### config.mk
export PLATFORM = sky130hd
export DESIGN_NAME = mmu_bus_ctrl_flat
export DESIGN_NICKNAME = d
export VERILOG_FILES = /design/src/rtl/mmu_bus_if.sv /design/src/rtl/mmu_bus_ctrl.sv /design/src/flat_wrapper.sv
export SDC_FILE = /design/constraint.sdc
export NUM_CORES = 1
export LEC_CHECK = 0
export ABC_AREA = 1
export ABC_CLOCK_PERIOD_IN_PS = 15300
export BUFFER_PORTS_ARGS = -buffer_cell sky130_fd_sc_hd__buf_2
export CORE_ASPECT_RATIO = 1.1
export CORE_MARGIN = 10
export CORE_UTILIZATION = 45
export CTS_BUF_LIST = sky130_fd_sc_hd__clkbuf_8
export DETAILED_ROUTE_END_ITERATION = 16
export HOLD_SLACK_MARGIN = 0.15
export PLACE_DENSITY_LB_ADDON = 0.05
export SLEW_MARGIN = 20
export SYNTH_ARGS = -nofsm -noshare
export SYNTH_HDL_FRONTEND = slang
export SYNTH_SLANG_ARGS = --single-unit
### constraint.sdc
create_clock -name clk -period 15.3 [get_ports clk]
set_input_delay 3.06 -clock clk [delete_from_list [all_inputs] [get_ports clk]]
set_output_delay 3.06 -clock clk [all_outputs]
set_load 0.05 [all_outputs]
### src/rtl/mmu_bus_if.sv
// Bus bundle between the CPU-side requester and mmu_bus_ctrl.
// It carries the CPU transaction signals and the per-slave select, acknowledge and read-data lines.
interface mmu_bus_if #(
  parameter int AW = 32,
  parameter int DW = 32,
  parameter int NS = 5
);
  logic             req;
  logic [AW-1:0]    ADDR;
  logic             rdWR;
  logic [DW-1:0]    wdata;
  logic [DW-1:0]    rdata;
  logic             ready;
  logic             err;
  logic             err_irq;
  logic [NS-1:0]    s_sel;
  logic             s_we;
  logic [AW-1:0]    s_addr;
  logic [DW-1:0]    s_wdata;
  logic [NS*DW-1:0] s_rdata;
  logic [NS-1:0]    s_ack;

  modport master (
    output req, ADDR, rdWR, wdata, s_rdata, s_ack,
    input  rdata, ready, err, err_irq, s_sel, s_we, s_addr, s_wdata
  );

  modport slave (
    input  req, ADDR, rdWR, wdata, s_rdata, s_ack,
    output rdata, ready, err, err_irq, s_sel, s_we, s_addr, s_wdata
  );
endinterface

### src/rtl/mmu_bus_ctrl.sv
// Registered address decoder and bus sequencer: one CPU transaction at a time, with
// base/mask slave decode, ack timeout and sticky error-capture status registers.
//
// state | meaning
// IDLE  | waiting for req; decodes and latches the request
// WAIT  | slave selected, waiting for its ack or for the timeout
// RESP  | one-cycle ready pulse with rdata/err valid
module mmu_bus_ctrl #(
  parameter int                 AW        = 32,
  parameter int                 DW        = 32,
  parameter int                 NS        = 5,
  parameter logic [NS*AW-1:0]   SLV_BASE  = {32'h0000_C200, 32'h0000_C100, 32'h0000_C000,
                                             32'h0000_8000, 32'h0000_0000},
  parameter logic [NS*AW-1:0]   SLV_MASK  = {32'hFFFF_FFF0, 32'hFFFF_FFF8, 32'hFFFF_FFF8,
                                             32'hFFFF_C000, 32'hFFFF_8000},
  parameter int                 TIMEOUT   = 15,
  parameter logic [AW-1:0]      STAT_ADDR = AW'(32'h0000_CF00)
) (
  input  logic        clk,
  input  logic        rst,
  mmu_bus_if.slave    bus
);

  localparam int            CW         = (TIMEOUT < 2) ? 1 : $clog2(TIMEOUT);
  localparam logic [AW-1:0] EADDR_ADDR = STAT_ADDR + AW'(4);

  typedef enum logic [1:0] {IDLE, WAIT, RESP} state_t;

  state_t          state, state_nxt;
  logic [NS-1:0]   sel_q, sel_nxt;
  logic            we_q, we_nxt;
  logic [AW-1:0]   addr_q, addr_nxt;
  logic [DW-1:0]   wdata_q, wdata_nxt;
  logic [DW-1:0]   rdata_q, rdata_nxt;
  logic            ready_q, ready_nxt;
  logic            err_q, err_nxt;
  logic [CW-1:0]   tmo_cnt, tmo_cnt_nxt;
  logic            err_flag, err_flag_nxt;
  logic            err_type, err_type_nxt;
  logic [AW-1:0]   err_addr, err_addr_nxt;
  logic [15:0]     err_count, err_count_nxt;

  logic            slv_hit;
  logic [NS-1:0]   slv_onehot;
  logic            stat_hit, eaddr_hit;
  logic [DW-1:0]   ack_data;
  logic            ack_hit;
  logic            log_err, log_type;
  logic [AW-1:0]   log_addr;

  // Descending scan so the lowest matching index is the one left standing.
  always_comb begin
    slv_hit    = 1'b0;
    slv_onehot = '0;
    for (int i = NS-1; i >= 0; i--) begin
      if ((bus.ADDR & SLV_MASK[i*AW +: AW]) == SLV_BASE[i*AW +: AW]) begin
        slv_hit    = 1'b1;
        slv_onehot = NS'(1) << i;
      end
    end
  end

  assign stat_hit  = (bus.ADDR == STAT_ADDR);
  assign eaddr_hit = (bus.ADDR == EADDR_ADDR);
  assign ack_hit   = |(bus.s_ack & sel_q);

  always_comb begin
    ack_data = '0;
    for (int i = 0; i < NS; i++) begin
      if (sel_q[i]) ack_data = ack_data | bus.s_rdata[i*DW +: DW];
    end
  end

  always_comb begin
    state_nxt     = state;
    sel_nxt       = sel_q;
    we_nxt        = we_q;
    addr_nxt      = addr_q;
    wdata_nxt     = wdata_q;
    rdata_nxt     = '0;
    ready_nxt     = 1'b0;
    err_nxt       = 1'b0;
    tmo_cnt_nxt   = tmo_cnt;
    err_flag_nxt  = err_flag;
    err_type_nxt  = err_type;
    err_addr_nxt  = err_addr;
    err_count_nxt = err_count;
    log_err       = 1'b0;
    log_type      = 1'b0;
    log_addr      = bus.ADDR;

    case (state)
      IDLE: begin
        if (bus.req) begin
          addr_nxt  = bus.ADDR;
          we_nxt    = bus.rdWR;
          wdata_nxt = bus.wdata;
          if (stat_hit || eaddr_hit) begin
            state_nxt = RESP;
            ready_nxt = 1'b1;
            if (!bus.rdWR) begin
              rdata_nxt = stat_hit ? DW'({err_count, 14'b0, err_type, err_flag})
                                   : DW'(err_addr);
            end else if (stat_hit && bus.wdata[0]) begin
              err_flag_nxt  = 1'b0;
              err_type_nxt  = 1'b0;
              err_count_nxt = '0;
            end
          end else if (slv_hit) begin
            sel_nxt     = slv_onehot;
            tmo_cnt_nxt = CW'(TIMEOUT - 1);
            state_nxt   = WAIT;
          end else begin
            state_nxt = RESP;
            ready_nxt = 1'b1;
            err_nxt   = 1'b1;
            log_err   = 1'b1;
          end
        end
      end
      WAIT: begin
        // An ack on the terminal cycle is checked first so it beats the timeout.
        if (ack_hit) begin
          sel_nxt   = '0;
          state_nxt = RESP;
          ready_nxt = 1'b1;
          if (!we_q) rdata_nxt = ack_data;
        end else if (tmo_cnt == '0) begin
          sel_nxt   = '0;
          state_nxt = RESP;
          ready_nxt = 1'b1;
          err_nxt   = 1'b1;
          log_err   = 1'b1;
          log_type  = 1'b1;
          log_addr  = addr_q;
        end else begin
          tmo_cnt_nxt = tmo_cnt - CW'(1);
        end
      end
      RESP: state_nxt = IDLE;
      default: state_nxt = IDLE;
    endcase

    if (log_err) begin
      err_flag_nxt = 1'b1;
      err_type_nxt = log_type;
      err_addr_nxt = log_addr;
      if (err_count != 16'hFFFF) err_count_nxt = err_count + 16'd1;
    end
  end

  always_ff @(posedge clk or posedge rst) begin
    if (rst) begin
      state     <= IDLE;
      sel_q     <= '0;
      we_q      <= 1'b0;
      addr_q    <= '0;
      wdata_q   <= '0;
      rdata_q   <= '0;
      ready_q   <= 1'b0;
      err_q     <= 1'b0;
      tmo_cnt   <= '0;
      err_flag  <= 1'b0;
      err_type  <= 1'b0;
      err_addr  <= '0;
      err_count <= '0;
    end else begin
      state     <= state_nxt;
      sel_q     <= sel_nxt;
      we_q      <= we_nxt;
      addr_q    <= addr_nxt;
      wdata_q   <= wdata_nxt;
      rdata_q   <= rdata_nxt;
      ready_q   <= ready_nxt;
      err_q     <= err_nxt;
      tmo_cnt   <= tmo_cnt_nxt;
      err_flag  <= err_flag_nxt;
      err_type  <= err_type_nxt;
      err_addr  <= err_addr_nxt;
      err_count <= err_count_nxt;
    end
  end

  assign bus.s_sel   = sel_q;
  assign bus.s_we    = we_q;
  assign bus.s_addr  = addr_q;
  assign bus.s_wdata = wdata_q;
  assign bus.rdata   = rdata_q;
  assign bus.ready   = ready_q;
  assign bus.err     = err_q;
  assign bus.err_irq = err_flag;

endmodule

### src/flat_wrapper.sv
// flat-port wrapper written by rule: the top's interface ports become plain ports
module mmu_bus_ctrl_flat 
#(
  parameter int                 AW        = 32,
  parameter int                 DW        = 32,
  parameter int                 NS        = 5,
  parameter logic [NS*AW-1:0]   SLV_BASE  = {32'h0000_C200, 32'h0000_C100, 32'h0000_C000,
                                             32'h0000_8000, 32'h0000_0000},
  parameter logic [NS*AW-1:0]   SLV_MASK  = {32'hFFFF_FFF0, 32'hFFFF_FFF8, 32'hFFFF_FFF8,
                                             32'hFFFF_C000, 32'hFFFF_8000},
  parameter int                 TIMEOUT   = 15,
  parameter logic [AW-1:0]      STAT_ADDR = AW'(32'h0000_CF00)
)
  (clk, rst, bus_req, bus_ADDR, bus_rdWR, bus_wdata, bus_s_rdata, bus_s_ack, bus_rdata, bus_ready, bus_err, bus_err_irq, bus_s_sel, bus_s_we, bus_s_addr, bus_s_wdata);
  mmu_bus_if #(.AW(AW), .DW(DW), .NS(NS)) bus_i ();
  input  logic clk;
  input  logic rst;
  input wire logic [$bits(bus_i.req)-1:0] bus_req;
  input wire logic [$bits(bus_i.ADDR)-1:0] bus_ADDR;
  input wire logic [$bits(bus_i.rdWR)-1:0] bus_rdWR;
  input wire logic [$bits(bus_i.wdata)-1:0] bus_wdata;
  input wire logic [$bits(bus_i.s_rdata)-1:0] bus_s_rdata;
  input wire logic [$bits(bus_i.s_ack)-1:0] bus_s_ack;
  output wire logic [$bits(bus_i.rdata)-1:0] bus_rdata;
  output wire logic [$bits(bus_i.ready)-1:0] bus_ready;
  output wire logic [$bits(bus_i.err)-1:0] bus_err;
  output wire logic [$bits(bus_i.err_irq)-1:0] bus_err_irq;
  output wire logic [$bits(bus_i.s_sel)-1:0] bus_s_sel;
  output wire logic [$bits(bus_i.s_we)-1:0] bus_s_we;
  output wire logic [$bits(bus_i.s_addr)-1:0] bus_s_addr;
  output wire logic [$bits(bus_i.s_wdata)-1:0] bus_s_wdata;
  assign bus_i.req = bus_req;
  assign bus_i.ADDR = bus_ADDR;
  assign bus_i.rdWR = bus_rdWR;
  assign bus_i.wdata = bus_wdata;
  assign bus_i.s_rdata = bus_s_rdata;
  assign bus_i.s_ack = bus_s_ack;
  assign bus_rdata = bus_i.rdata;
  assign bus_ready = bus_i.ready;
  assign bus_err = bus_i.err;
  assign bus_err_irq = bus_i.err_irq;
  assign bus_s_sel = bus_i.s_sel;
  assign bus_s_we = bus_i.s_we;
  assign bus_s_addr = bus_i.s_addr;
  assign bus_s_wdata = bus_i.s_wdata;
  mmu_bus_ctrl #(.AW(AW), .DW(DW), .NS(NS), .SLV_BASE(SLV_BASE), .SLV_MASK(SLV_MASK), .TIMEOUT(TIMEOUT), .STAT_ADDR(STAT_ADDR)) u_core (.clk(clk), .rst(rst), .bus(bus_i));
endmodule
==> load_flow_metrics.sql, run 1 <==
INSERT INTO impl_metrics (metric_group, metric, value, unit) VALUES
('clock_network', 'clock-root-buffer', 'sky130_fd_sc_hd__clkbuf_8', ''),
('die', 'core-area', '18400', 'sq um'),
('grt', 'grt_first_pass_wirelength', '47200', 'um'),
('run_status', 'outcome', 'complete, no violations', ''),
('clock_network', 'cts-root-to-sink-buffers', '2', ''),
('synthesis', 'post_synth_inst_count', '1088', ''),
('job', 'drv.max_cap_violation_count', '0', ''),
('die', 'height_of_the_die', '164', 'um'),
('setup_path', 'most_prevalent_standard_cell_on_the_critical_path', 'sky130_fd_sc_hd__nand2_2', ''),
('sta', 'slew_viols_final', '0', ''),
('setup_path', 'startpoint_type_of_the_worst_setup_path', 'primary input', ''),
('synthesis', 'yosysUniqueCellTypes', '36', ''),
('setup_path', 'critical_path_buf_inv_count', '4', ''),
('sta', 'timing.final.setup_violations', '0', ''),
('drt', 'drt_first_pass_iters', '5', ''),
('synthesis', 'synth_fp_nets', '1323', ''),
('power_and_ir_drop', 'p_leak', '5.92', 'nW'),
('synthesis', 'synthTopCellsByArea', 'sky130_fd_sc_hd__dfrtp_1, sky130_fd_sc_hd__nand2_1, sky130_fd_sc_hd__o21ai_0', ''),
('drt', 'vias', '8432', ''),
('synthesis', 'yosys-top-cells-count', 'sky130_fd_sc_hd__nand2_1, sky130_fd_sc_hd__dfrtp_1, sky130_fd_sc_hd__o21ai_0', ''),
('clock_network', 'hold_buffers_post_cts', '0', ''),
('final_layout', 'final.fill_count', '1865', ''),
('drt', 'drt_iter0_markers', '682', ''),
('setup_path', 'cpPeakStageDelay', '610', 'ps'),
('sta', 'worstMarginPinSlew', '828', 'ps'),
('grt', 'initial_antenna_violation_count', '14', ''),
('place', 'finalWeightedCongestion', '0.987', ''),
('synthesis', 'synth_edf_count', '0', ''),
('clock_network', 'cts.repair_timing.setup_buffer_count', '0', ''),
('setup_path', 'end_kind', 'flip-flop', ''),
('setup_path', 'worstPathArrival', '5640', 'ps'),
('sta', 'grt_setup_unrepaired', 'false', ''),
('final_layout', 'area_growth_syn_to_layout', '26.1', '%'),
('clock_network', 'ctsHtreeMaxLevel', '4', ''),
('synthesis', 'syn_avg_cell_area', '7.75', 'sq um'),
('clock_network', 'cts_resized', '0', ''),
('grt', 'grt_pass1_vias', '8327', ''),
('sta', 'finClkSkew', '13.5', 'ps'),
('drt', 'post-route-drc-count', '0', ''),
('clock_network', 'insertion_delay', '470', 'ps'),
('sta', 'timing_hold_violations_final', '0', ''),
('die', 'placement_rows', '52', ''),
('die', 'die_width', '150', 'um'),
('die', 'io_pins', '338', ''),
('grt', 'grt_overflow_total', '0', ''),
('place', 'hpwl', '24200', 'um'),
('synthesis', 'postSynthRegisterBits', '160', ''),
('synthesis', 'post_synth_instance_area', '8430', 'sq um'),
('place', 'placement.io_buffers', '337', ''),
('drt', 'via_density_per_instance', '5.09', ''),
('die', 'dieArea', '24600', 'sq um'),
('power_and_ir_drop', 'cellPowerDensity', '162', 'nW/um^2'),
('synthesis', 'synth_top_cell_area_share', '47.5', '%'),
('sta', 'fin_tns_setup', '0', 'ps'),
('drt', 'finalWirelength', '31100', 'um'),
('synthesis', 'synth_top_area_cell', 'sky130_fd_sc_hd__dfrtp_1', ''),
('grt', 'globalRouteTotalUtil', '24.6', '%'),
('power_and_ir_drop', 'tot_pwr', '0.00172', 'W'),
('clock_network', 'numCtsBuffers', '17', ''),
('clock_network', 'clock_tree_from_tritoncts', 'yes', ''),
('power_and_ir_drop', 'vdd_drop_max', '0.000122', 'V'),
('setup_path', 'critPathMaxFanout', '87', ''),
('setup_path', 'setup.worst_path.class', 'in2reg', ''),
('setup_path', 'timing.critical_path.cells', 'buf_2, nand2_2, buf_4, inv_2, nand2_1, nor2_1, nand2_2, nand3_2, inv_1, o21ai_0, o21ai_1', ''),
('sta', 'post-route-min-period', '5250', 'ps'),
('synthesis', 'synthFlopType', 'sky130_fd_sc_hd__dfrtp_1', ''),
('final_layout', 'final_layout_size_suffix_gt1_share', '28.9', '%'),
('die', 'floorplan.initialDensity', '45.8', '%'),
('sta', 'achievable-frequency', '0.190', 'GHz'),
('drt', 'route.detailed.wl_per_inst', '18.7', 'um'),
('setup_path', 'crit_path_top_delay_cell', 'sky130_fd_sc_hd__buf_4', '');
-- final cells by class --
class	instances	area, sq um	area share, %
Sequential cell	160	4000	37.7
Antenna cell	9	22.5	0.212
Timing Repair Buffer	346	1760	16.5
Multi-Input combinational cell	776	3770	35.5
Clock inverter	13	151	1.42
Clock buffer	19	262	2.46
Inverter	92	355	3.34
Tap cell	243	304	2.86
-- cell families (layout without fill, tap and decap cells) --
family	count (synthesis)	in the layout	synth area share (%)
compound gates	219	219	16.9
xor+xnor	13	13	1.35
fa+ha+maj	2	2	0.297
buf+inv	152	470	7.77
flops	160	160	47.5
other cells	0	9	0
simple gates	542	542	26.2
-- layout by cell type, fill, tap and decap left out, types with 9 or more instances in the layout --
master / count
sky130_fd_sc_hd__o21ai_1: 28
sky130_fd_sc_hd__nor2_1: 52
sky130_fd_sc_hd__xor2_1: 9
sky130_fd_sc_hd__clkbuf_8: 19
sky130_fd_sc_hd__buf_2: 337
sky130_fd_sc_hd__diode_2: 9
sky130_fd_sc_hd__nor3_1: 9
sky130_fd_sc_hd__nand2_1: 417
sky130_fd_sc_hd__a221oi_1: 32
sky130_fd_sc_hd__o21ai_0: 90
sky130_fd_sc_hd__a22o_1: 33
sky130_fd_sc_hd__dfrtp_1: 160
sky130_fd_sc_hd__nand3_1: 34
sky130_fd_sc_hd__o31ai_1: 14
sky130_fd_sc_hd__o211ai_1: 18
sky130_fd_sc_hd__inv_1: 86
-- routing by layer --
metal | vias up | wire, um | part of all wire (%) | global-route usage (%)
met5 | - | 47 | 0.15 | 0
met4 | 8 | 936 | 3.0 | 10.2
met3 | 59 | 3600 | 12 | 9.77
met2 | 366 | 13600 | 44 | 37.3
met1 | 3816 | 12800 | 41 | 30.6
li1 | 4183 | - | - | -
-- power by group --
part	internal, W	total (W)	switching, W
sequential	0.000562	0.000650	0.0000882
combinational	0.000178	0.000749	0.000571
clock	0.000157	0.000326	0.000169
-- metrics by stage --
step	hold WS, ps	setup slack, ps	cell area, sq um	std cells	utilization (%)
finish	477	10050	10600	1658	57.7
global route	507	9740	10600	1655	57.7
CTS	486	10080	10600	1649	57.6
detailed placement	461	9590	10200	1617	55.3
global placement	457	9640	10200	1617	55.3
floorplan	453	7920	8430	1088	-
-- worst min-delay path, stage by stage, from the launching register on --
cell,delay (ps)
sky130_fd_sc_hd__dfrtp_1,350
sky130_fd_sc_hd__nand2_1,50
sky130_fd_sc_hd__nand2_1,50
-- registers in the layout, indices dropped and copies added (netlist names) --
signal and flops:
u_core.bus.rdata 32, u_core.tmo_cnt 4, u_core.bus.s_addr 32, u_core.err_count 16
u_core.bus.err_irq 1, u_core.bus.err 1, u_core.bus.s_we 1, u_core.bus.s_sel 5
u_core.err_type 1, u_core.err_addr 32, u_core.bus.s_wdata 32, u_core.bus.ready 1
u_core.state 2
-- final timing paths --
check / startpoint / end / slack, ps / depth (start not counted)
setup / recovery: bus_req / u_core.err_count[10] / 10050 / 11
hold / removal: u_core.bus.s_wdata[17] / u_core.bus.s_wdata[17] / 480 / 2
setup reg to reg: u_core.state[0] / u_core.err_count[8] / 12220 / 11
hold reg to reg: u_core.bus.s_wdata[17] / u_core.bus.s_wdata[17] / 480 / 2
max in group asynchronous: rst / u_core.bus.s_sel[3] / 11390 / 3
min in group asynchronous: rst / u_core.bus.s_wdata[31] / 2690 / 2
Note: power is estimated with default switching activity, not from simulation.
==> run 2, diff against run 1 <==
Settings changed: ABC_CLOCK_PERIOD_IN_PS 15300 to 5500.
Clock period 15.3 ns to 5.5 ns, I/O delays scaled along.
==> run 2 against run 1 <==
Utilization up 0.18 points. Worst setup slack worse by 7300 ps. Cell count shrank 0.12%. Register-to-register slack lost 9300 ps. Final area increased by 0.32%. Critical path type unchanged.
==> load_flow_metrics.sql, run 2 (synthesized netlist as in run 1, its figures left out) <==
INSERT INTO impl_metrics (metric_group, metric, value, unit) VALUES
('setup_path', 'critPathMaxFanout', '46', ''),
('run_status', 'outcome', 'complete, no violations', ''),
('die', 'die_width', '150', 'um'),
('drt', 'wl_met2', '13700', 'um'),
('setup_path', 'end_kind', 'flip-flop', ''),
('setup_path', 'setup.worst_path.class', 'in2reg', ''),
('final_layout', 'postLayoutCellArea', '10700', 'sq um'),
('setup_path', 'startpoint_type_of_the_worst_setup_path', 'primary input', ''),
('sta', 'fin_crit_sh', '49.3', '%'),
('clock_network', 'number_of_clock_sinks_seen_by_cts', '160', ''),
('place', 'hpwl', '24500', 'um'),
('drt', 'drt_first_pass_iters', '6', ''),
('final_layout', 'final.fill_count', '1784', ''),
('clock_network', 'cts.repair_timing.setup_buffer_count', '0', ''),
('drt', 'drt_iter0_markers', '680', ''),
('place', 'finalWeightedCongestion', '0.980', ''),
('sta', 'post-route-min-period', '2710', 'ps'),
('setup_path', 'worstPathRequired', '5830', 'ps'),
('clock_network', 'insertion_delay', '460', 'ps'),
('sta', 'grt_setup_unrepaired', 'false', ''),
('grt', 'grt_overflow_total', '0', ''),
('final_layout', 'area_growth_syn_to_layout', '26.5', '%'),
('die', 'core-area', '18400', 'sq um'),
('drt', 'route.detailed.wl_per_inst', '18.9', 'um'),
('clock_network', 'clock-root-buffer', 'sky130_fd_sc_hd__clkbuf_8', ''),
('sta', 'relSlewSlack', '47.3', '%'),
('drt', 'post-route-drc-count', '0', ''),
('drt', 'detailroute.wirelength.met3', '3580', 'um'),
('grt', 'globalRouteTotalUtil', '24.7', '%'),
('sta', 'timing_hold_violations_final', '0', ''),
('job', 'drv.max_cap_violation_count', '0', ''),
('power_and_ir_drop', 'cellPowerDensity', '457', 'nW/um^2'),
('sta', 'achievable-frequency', '0.369', 'GHz'),
('final_layout', 'layout.nets', '1629', ''),
('min_path', 'hold_class', 'reg2reg', ''),
('final_layout', 'final_cell_mix', 'sky130_fd_sc_hd__nand2_1, sky130_fd_sc_hd__buf_2, sky130_fd_sc_hd__dfrtp_1, sky130_fd_sc_hd__o21ai_0, sky130_fd_sc_hd__inv_1', ''),
('clock_network', 'numCtsBuffers', '17', ''),
('drt', 'vias', '8394', ''),
('clock_network', 'clock_tree_from_tritoncts', 'yes', ''),
('drt', 'postRouteAntennaNets', '0', ''),
('grt', 'grt_start_max_net_pins', '87', ''),
('min_path', 'worstHoldStart', 'u_core.bus.s_wdata[3]', ''),
('sta', 'fin_tns_setup', '0', 'ps'),
('place', 'placement.io_buffers', '337', ''),
('grt', 'initial_antenna_violation_count', '13', ''),
('clock_network', 'ctsHtreeMaxLevel', '4', ''),
('power_and_ir_drop', 'vdd_drop_max', '0.000452', 'V'),
('die', 'io_pins', '338', ''),
('drt', 'finalWirelength', '31200', 'um'),
('clock_network', 'cts_resized', '0', ''),
('die', 'dieArea', '24600', 'sq um'),
('clock_network', 'hold_buffers_post_cts', '0', ''),
('clock_network', 'worst_setup_hold_path_clk_slew', '90', 'ps'),
('place', 'place_inst', '1618', ''),
('die', 'placement_rows', '52', ''),
('setup_path', 'worstPathArrival', '3040', 'ps'),
('power_and_ir_drop', 'tot_pwr', '0.00487', 'W'),
('sta', 'slew_viols_final', '0', ''),
('drt', 'met1_length', '13200', 'um'),
('sta', 'timing.final.setup_violations', '0', ''),
('grt', 'grt_pass1_vias', '8423', ''),
('final_layout', 'post_layout_nonfiller_instances', '1656', ''),
('power_and_ir_drop', 'p_leak', '5.96', 'nW'),
('drt', 'top_signal_layer_used', 'met5', ''),
('setup_path', 'worst_setup_path_startpoint', 'bus_req', ''),
('grt', 'grt_first_pass_wirelength', '47400', 'um'),
('setup_path', 'critical_path.reg2reg.startpoint', 'u_core.state[0]', ''),
('final_layout', 'final_common_cell', 'sky130_fd_sc_hd__nand2_1', ''),
('sta', 'finClkSkew', '11.6', 'ps'),
('die', 'height_of_the_die', '164', 'um'),
('die', 'floorplan.initialDensity', '45.8', '%'),
('final_layout', 'final_layout_size_suffix_gt1_share', '29.0', '%'),
('clock_network', 'cts-root-to-sink-buffers', '2', ''),
('sta', 'worstMarginPinSlew', '790', 'ps'),
('place', 'dpl_cell_area', '10200', 'sq um'),
('drt', 'via_density_per_instance', '5.07', '');
## run 2: through the flow
| step | setup WS (ps) | util, % | hold slack (ps) |
|---|---|---|---|
| finish | 2790 | 57.9 | 482 |
| global route | 2550 | 57.9 | 509 |
| CTS | 2820 | 57.8 | 487 |
| detailed placement | 2330 | 55.4 | 462 |
| global placement | 2390 | 55.4 | 458 |
| floorplan | 80.1 | - | 453 |
## run 2: path summary, 6_finish.rpt
| check | to | slack [ps] | depth (start not counted) |
|---|---|---|---|
| worst max-delay path | u_core.err_count[2] | 2790 | 10 |
| worst min-delay path | u_core.bus.s_wdata[3] | 480 | 2 |
| worst max register to register | u_core.err_count[2] | 2920 | 10 |
| worst min register to register | u_core.bus.s_wdata[3] | 480 | 2 |
| max in group asynchronous | u_core.bus.s_sel[2] | 3680 | 3 |
| min in group asynchronous | u_core.bus.s_wdata[3] | 740 | 2 |
## run 2: final cells by class
cell class              count  area [sq um]  area share, %
flip-flops and latches    160          4000           37.5
multi-input cells         776          3770           35.4
repair buffers            347          1760           16.5
inverters                  92           355           3.33
well taps                 243           304           2.85
clock buffers              18           248           2.32
clock inverters            14           203           1.90
diodes                      6          15.0          0.141
## run 2: power breakdown
| group | switching [W] | leakage (nW) | internal (W) |
|---|---|---|---|
| clock network | 0.000468 | 0.230 | 0.000515 |
| registers | 0.000241 | 2.06 | 0.00156 |
| logic | 0.00159 | 3.67 | 0.000496 |
| total | 0.00230 | 5.96 | 0.00257 |
## run 2: metal layers
layer	global-route usage (%)	vias to the layer above
met4	7.21	12
met3	10.8	53
li1	-	4183
met1	30.5	3781
met2	38.2	365
met5	0	-
## run 2: worst max-delay path, stage by stage
cell,delay [ps]
sky130_fd_sc_hd__buf_2,110
sky130_fd_sc_hd__nand2_2,60
sky130_fd_sc_hd__inv_2,550
sky130_fd_sc_hd__nand2_1,140
sky130_fd_sc_hd__nor2_1,200
sky130_fd_sc_hd__nand2_2,270
sky130_fd_sc_hd__nand3_2,190
sky130_fd_sc_hd__inv_1,130
sky130_fd_sc_hd__o21ai_0,160
sky130_fd_sc_hd__o21ai_1,80
==> run 3, diff against run 2 <==
Settings changed: ABC_AREA 1 to 0, ABC_CLOCK_PERIOD_IN_PS 5500 to 2200.
Clock period 5.5 ns to 2.2 ns, I/O delays scaled along.
==> run 3 against run 2 <==
Non-clock buffer count increased by 101. Critical endpoint is now u_core.err_count[11]. Register-to-register slack lost 2800 ps. Cell count down 9.8%. Global-route usage increased by 0.32 points. Hold slack got worse by 310 ps. Via count down 5.2%. Synthesized area down 6.8%. Sequential power grew 99%. First-iteration DRC count is 7.6% higher. Highest routed layer unchanged. Final area grew 3.1%. Sequential cell count did not move.
==> load_flow_metrics.sql, run 3 <==
INSERT INTO impl_metrics (metric_group, metric, value, unit) VALUES
('sta', 'relSlewSlack', '43.3', '%'),
('power_and_ir_drop', 'netSwitchingPower', '0.00259', 'W'),
('final_layout', 'final_cell_mix', 'sky130_fd_sc_hd__buf_2, sky130_fd_sc_hd__nand2_1, sky130_fd_sc_hd__dfrtp_1, sky130_fd_sc_hd__buf_4, sky130_fd_sc_hd__a22oi_1', ''),
('clock_network', 'insertion_delay', '460', 'ps'),
('grt', 'grt_start_max_net_pins', '94', ''),
('die', 'placement_rows', '50', ''),
('drt', 'finalWirelength', '29800', 'um'),
('sta', 'achievable-frequency', '0.470', 'GHz'),
('setup_path', 'critical-path-top-delay-family', 'simple AND/OR/NAND/NOR gates', ''),
('drt', 'postRouteAntennaNets', '0', ''),
('final_layout', 'postLayoutCellArea', '11000', 'sq um'),
('synthesis', 'synth_fp_nets', '1072', ''),
('die', 'dieArea', '23200', 'sq um'),
('power_and_ir_drop', 'pwr-share-seq', '48.0', '%'),
('power_and_ir_drop', 'tot_pwr', '0.00746', 'W'),
('synthesis', 'yosysUniqueCellTypes', '57', ''),
('final_layout', 'layout.nets', '1478', ''),
('die', 'floorplan.initialDensity', '46.0', '%'),
('place', 'placement.io_buffers', '337', ''),
('sta', 'fin_crit_sh', '96.6', '%'),
('die', 'core-area', '17100', 'sq um'),
('min_path', 'hold_class', 'in2reg', ''),
('clock_network', 'numCtsBuffers', '17', ''),
('setup_path', 'cpPeakStageDelay', '570', 'ps'),
('place', 'dpl_cell_area', '10300', 'sq um'),
('setup_path', 'worstPathArrival', '2460', 'ps'),
('clock_network', 'number_of_clock_sinks_seen_by_cts', '160', ''),
('job', 'drv.max_cap_violation_count', '0', ''),
('power_and_ir_drop', 'vdd_drop_max', '0.000466', 'V'),
('setup_path', 'critical_path.reg2reg.startpoint', 'u_core.tmo_cnt[0]', ''),
('final_layout', 'final_layout_size_suffix_gt1_share', '37.3', '%'),
('synthesis', 'synth_edf_count', '0', ''),
('final_layout', 'final_common_cell', 'sky130_fd_sc_hd__buf_2', ''),
('sta', 'fin_tns_setup', '0', 'ps'),
('die', 'die_width', '146', 'um'),
('setup_path', 'timing.critical_path.cells', 'buf_2, or4_4, nor4_2, nand4_1, or3_1, o211ai_4, o211ai_1', ''),
('grt', 'globalRouteTotalUtil', '25.0', '%'),
('sta', 'worstMarginPinSlew', '851', 'ps'),
('power_and_ir_drop', 'p_clk_share', '27.1', '%'),
('drt', 'drt_iter0_markers', '732', ''),
('grt', 'grt_pass1_vias', '8207', ''),
('final_layout', 'area_growth_syn_to_layout', '40.0', '%'),
('synthesis', 'part_of_the_yosys_area_used_for_sequential_elements', '51.0', '%'),
('run_status', 'outcome', 'complete, no violations', ''),
('sta', 'slew_viols_final', '0', ''),
('die', 'io_pins', '338', ''),
('drt', 'drt_first_pass_iters', '7', ''),
('grt', 'grt_first_pass_wirelength', '46100', 'um'),
('power_and_ir_drop', 'combPwrFrac', '24.9', '%'),
('grt', 'initial_antenna_violation_count', '5', ''),
('clock_network', 'clock_tree_from_tritoncts', 'yes', ''),
('synthesis', 'synthMostInstantiatedCell', 'sky130_fd_sc_hd__nand2_1', ''),
('setup_path', 'startpoint_type_of_the_worst_setup_path', 'primary input', ''),
('synthesis', 'proportion_of_register_bits_with_asynchronous_set_or_reset_after_synthesis', '100', '%'),
('setup_path', 'setup.worst_path.class', 'in2reg', ''),
('synthesis', 'postSynthRegisterBits', '160', ''),
('min_path', 'worstHoldStart', 'bus_wdata[13]', ''),
('sta', 'timing.final.setup_violations', '0', ''),
('grt', 'grt_overflow_total', '0', ''),
('synthesis', 'synth-warning-count', '0', ''),
('synthesis', 'yosys-top-cells-count', 'sky130_fd_sc_hd__nand2_1, sky130_fd_sc_hd__dfrtp_1, sky130_fd_sc_hd__a22oi_1', ''),
('setup_path', 'worst_setup_path_startpoint', 'bus_ADDR[4]', ''),
('drt', 'post-route-drc-count', '0', ''),
('final_layout', 'multi_input_comb_area', '3560', 'sq um'),
('setup_path', 'critical_path_buf_inv_count', '1', ''),
('synthesis', 'synthTopCellsByArea', 'sky130_fd_sc_hd__dfrtp_1, sky130_fd_sc_hd__nand2_1, sky130_fd_sc_hd__a22oi_1', ''),
('synthesis', 'syn_avg_cell_area', '9.39', 'sq um'),
('clock_network', 'cts-root-to-sink-buffers', '2', ''),
('sta', 'finClkSkew', '9.95', 'ps'),
('sta', 'post-route-min-period', '2130', 'ps'),
('final_layout', 'final.fill_count', '1492', ''),
('place', 'finalWeightedCongestion', '0.914', ''),
('power_and_ir_drop', 'power_switching_share', '34.7', '%'),
('power_and_ir_drop', 'cellPowerDensity', '678', 'nW/um^2'),
('power_and_ir_drop', 'internal_dissipation', '0.00487', 'W'),
('power_and_ir_drop', 'p_leak', '5.61', 'nW'),
('final_layout', 'sequential_cell_area', '4000', 'sq um'),
('setup_path', 'crit_path_top_delay_cell', 'sky130_fd_sc_hd__or3_1', ''),
('synthesis', 'synthFlopType', 'sky130_fd_sc_hd__dfrtp_1', ''),
('clock_network', 'worst_setup_hold_path_clk_slew', '90', 'ps'),
('place', 'hpwl', '22700', 'um'),
('setup_path', 'end_kind', 'flip-flop', ''),
('clock_network', 'clock-root-buffer', 'sky130_fd_sc_hd__clkbuf_8', ''),
('synthesis', 'synth_top_cell_area_share', '51.0', '%'),
('clock_network', 'cts.repair_timing.setup_buffer_count', '0', ''),
('synthesis', 'post_synth_inst_count', '837', ''),
('synthesis', 'post_synth_instance_area', '7860', 'sq um'),
('drt', 'via_density_per_instance', '5.33', ''),
('drt', 'route.detailed.wl_per_inst', '20.0', 'um'),
('setup_path', 'worstPathRequired', '2530', 'ps'),
('clock_network', 'ctsHtreeMaxLevel', '4', ''),
('synthesis', 'synth_top_area_cell', 'sky130_fd_sc_hd__dfrtp_1', ''),
('setup_path', 'critPathMaxFanout', '8', ''),
('drt', 'vias', '7957', ''),
('die', 'height_of_the_die', '159', 'um'),
('sta', 'timing_hold_violations_final', '0', '');
## run 3: cell types whose count changed in the layout (fill, tap and decap cells not counted), moves of 20 or more
| cell | delta |
|---|---|
| sky130_fd_sc_hd__nand2_1 | -174 |
| sky130_fd_sc_hd__inv_1 | -70 |
| sky130_fd_sc_hd__buf_4 | +66 |
| sky130_fd_sc_hd__o21ai_0 | -63 |
| sky130_fd_sc_hd__a22oi_1 | +47 |
| sky130_fd_sc_hd__nor2_1 | -42 |
| sky130_fd_sc_hd__a21o_1 | +39 |
| sky130_fd_sc_hd__mux2i_1 | +34 |
| sky130_fd_sc_hd__a222oi_1 | +33 |
| sky130_fd_sc_hd__a22o_1 | -33 |
| sky130_fd_sc_hd__a221oi_1 | -32 |
| sky130_fd_sc_hd__dlygate4sd3_1 | +27 |
| sky130_fd_sc_hd__a21oi_1 | +20 |
## run 3: stage by stage
step                hold slack, ps  utilization, %  instances  setup WS (ps)
finish                         176            64.4       1493           73.9
floorplan                      444               -        837           -269
global route                   180            64.4       1492          -8.65
global placement               454            60.1       1429           -342
detailed placement             458            60.1       1429           -404
CTS                            151            63.9       1487           10.0
## run 3: logic make-up after synthesis
kind of cell	Yosys count	synth area share (%)
DFF	160	51.0
xor gates and xnor gates	2	0.223
AOI/OAI and AO/OA	229	21.0
and+or+nand+nor	334	18.9
adders and majority gates	2	0.318
buffers and inverters	76	4.25
muxes	34	4.33
## run 3: worst paths after layout
kind / end / slack (ps) / cells past startpoint
worst min register to register: u_core.bus.s_wdata[23] / 480 / 2
worst max register to register: u_core.err_count[11] / 120 / 8
min in group asynchronous: u_core.tmo_cnt[0] / 660 / 4
worst max-delay path: u_core.err_count[11] / 70 / 7
max in group asynchronous: u_core.bus.s_addr[0] / 1110 / 4
worst min-delay path: u_core.bus.s_wdata[13] / 180 / 3
## run 3: final cells by class
class,instances,share of cell area [%]
Inverter,15,0.546
Clock inverter,8,0.512
Multi-Input combinational cell,601,32.4
Clock buffer,23,2.88
Timing Repair Buffer,448,24.5
Antenna cell,4,0.0910
Sequential cell,160,36.4
Tap cell,234,2.66
## run 3: power groups by stage
stage          Clock [W]  Sequential, W  Combinational, W
4_1_cts          0.00209        0.00357           0.00185
6_report         0.00202        0.00358           0.00185
2_1_floorplan          0        0.00411          0.000568
5_1_grt          0.00219        0.00362           0.00203
3_3_place_gp           0        0.00362           0.00178
3_5_place_dp           0        0.00362           0.00181
## run 3: what timing repair did
item	4_1_cts	5_1_grt
setup endpoints to repair	0	24
endpoints found under the hold margin	93	0
hold buffers	27	0
gates resized for setup	0	4
## run 3: tightest hold or removal path: stages
cell	delay, ps
sky130_fd_sc_hd__buf_2	70
sky130_fd_sc_hd__nand2_1	40
sky130_fd_sc_hd__nand2_1	50
## run 3: metal layers
metal / wire [um] / share of wire, % / global-route usage, % / up-vias
met5: 25 / 0.084 / 0 / -
met4: 570 / 1.9 / 8.01 / 4
met3: 2520 / 8.4 / 7.58 / 34
met2: 13800 / 46 / 40.2 / 341
met1: 12900 / 43 / 31.8 / 3745
li1: - / - / - / 3833
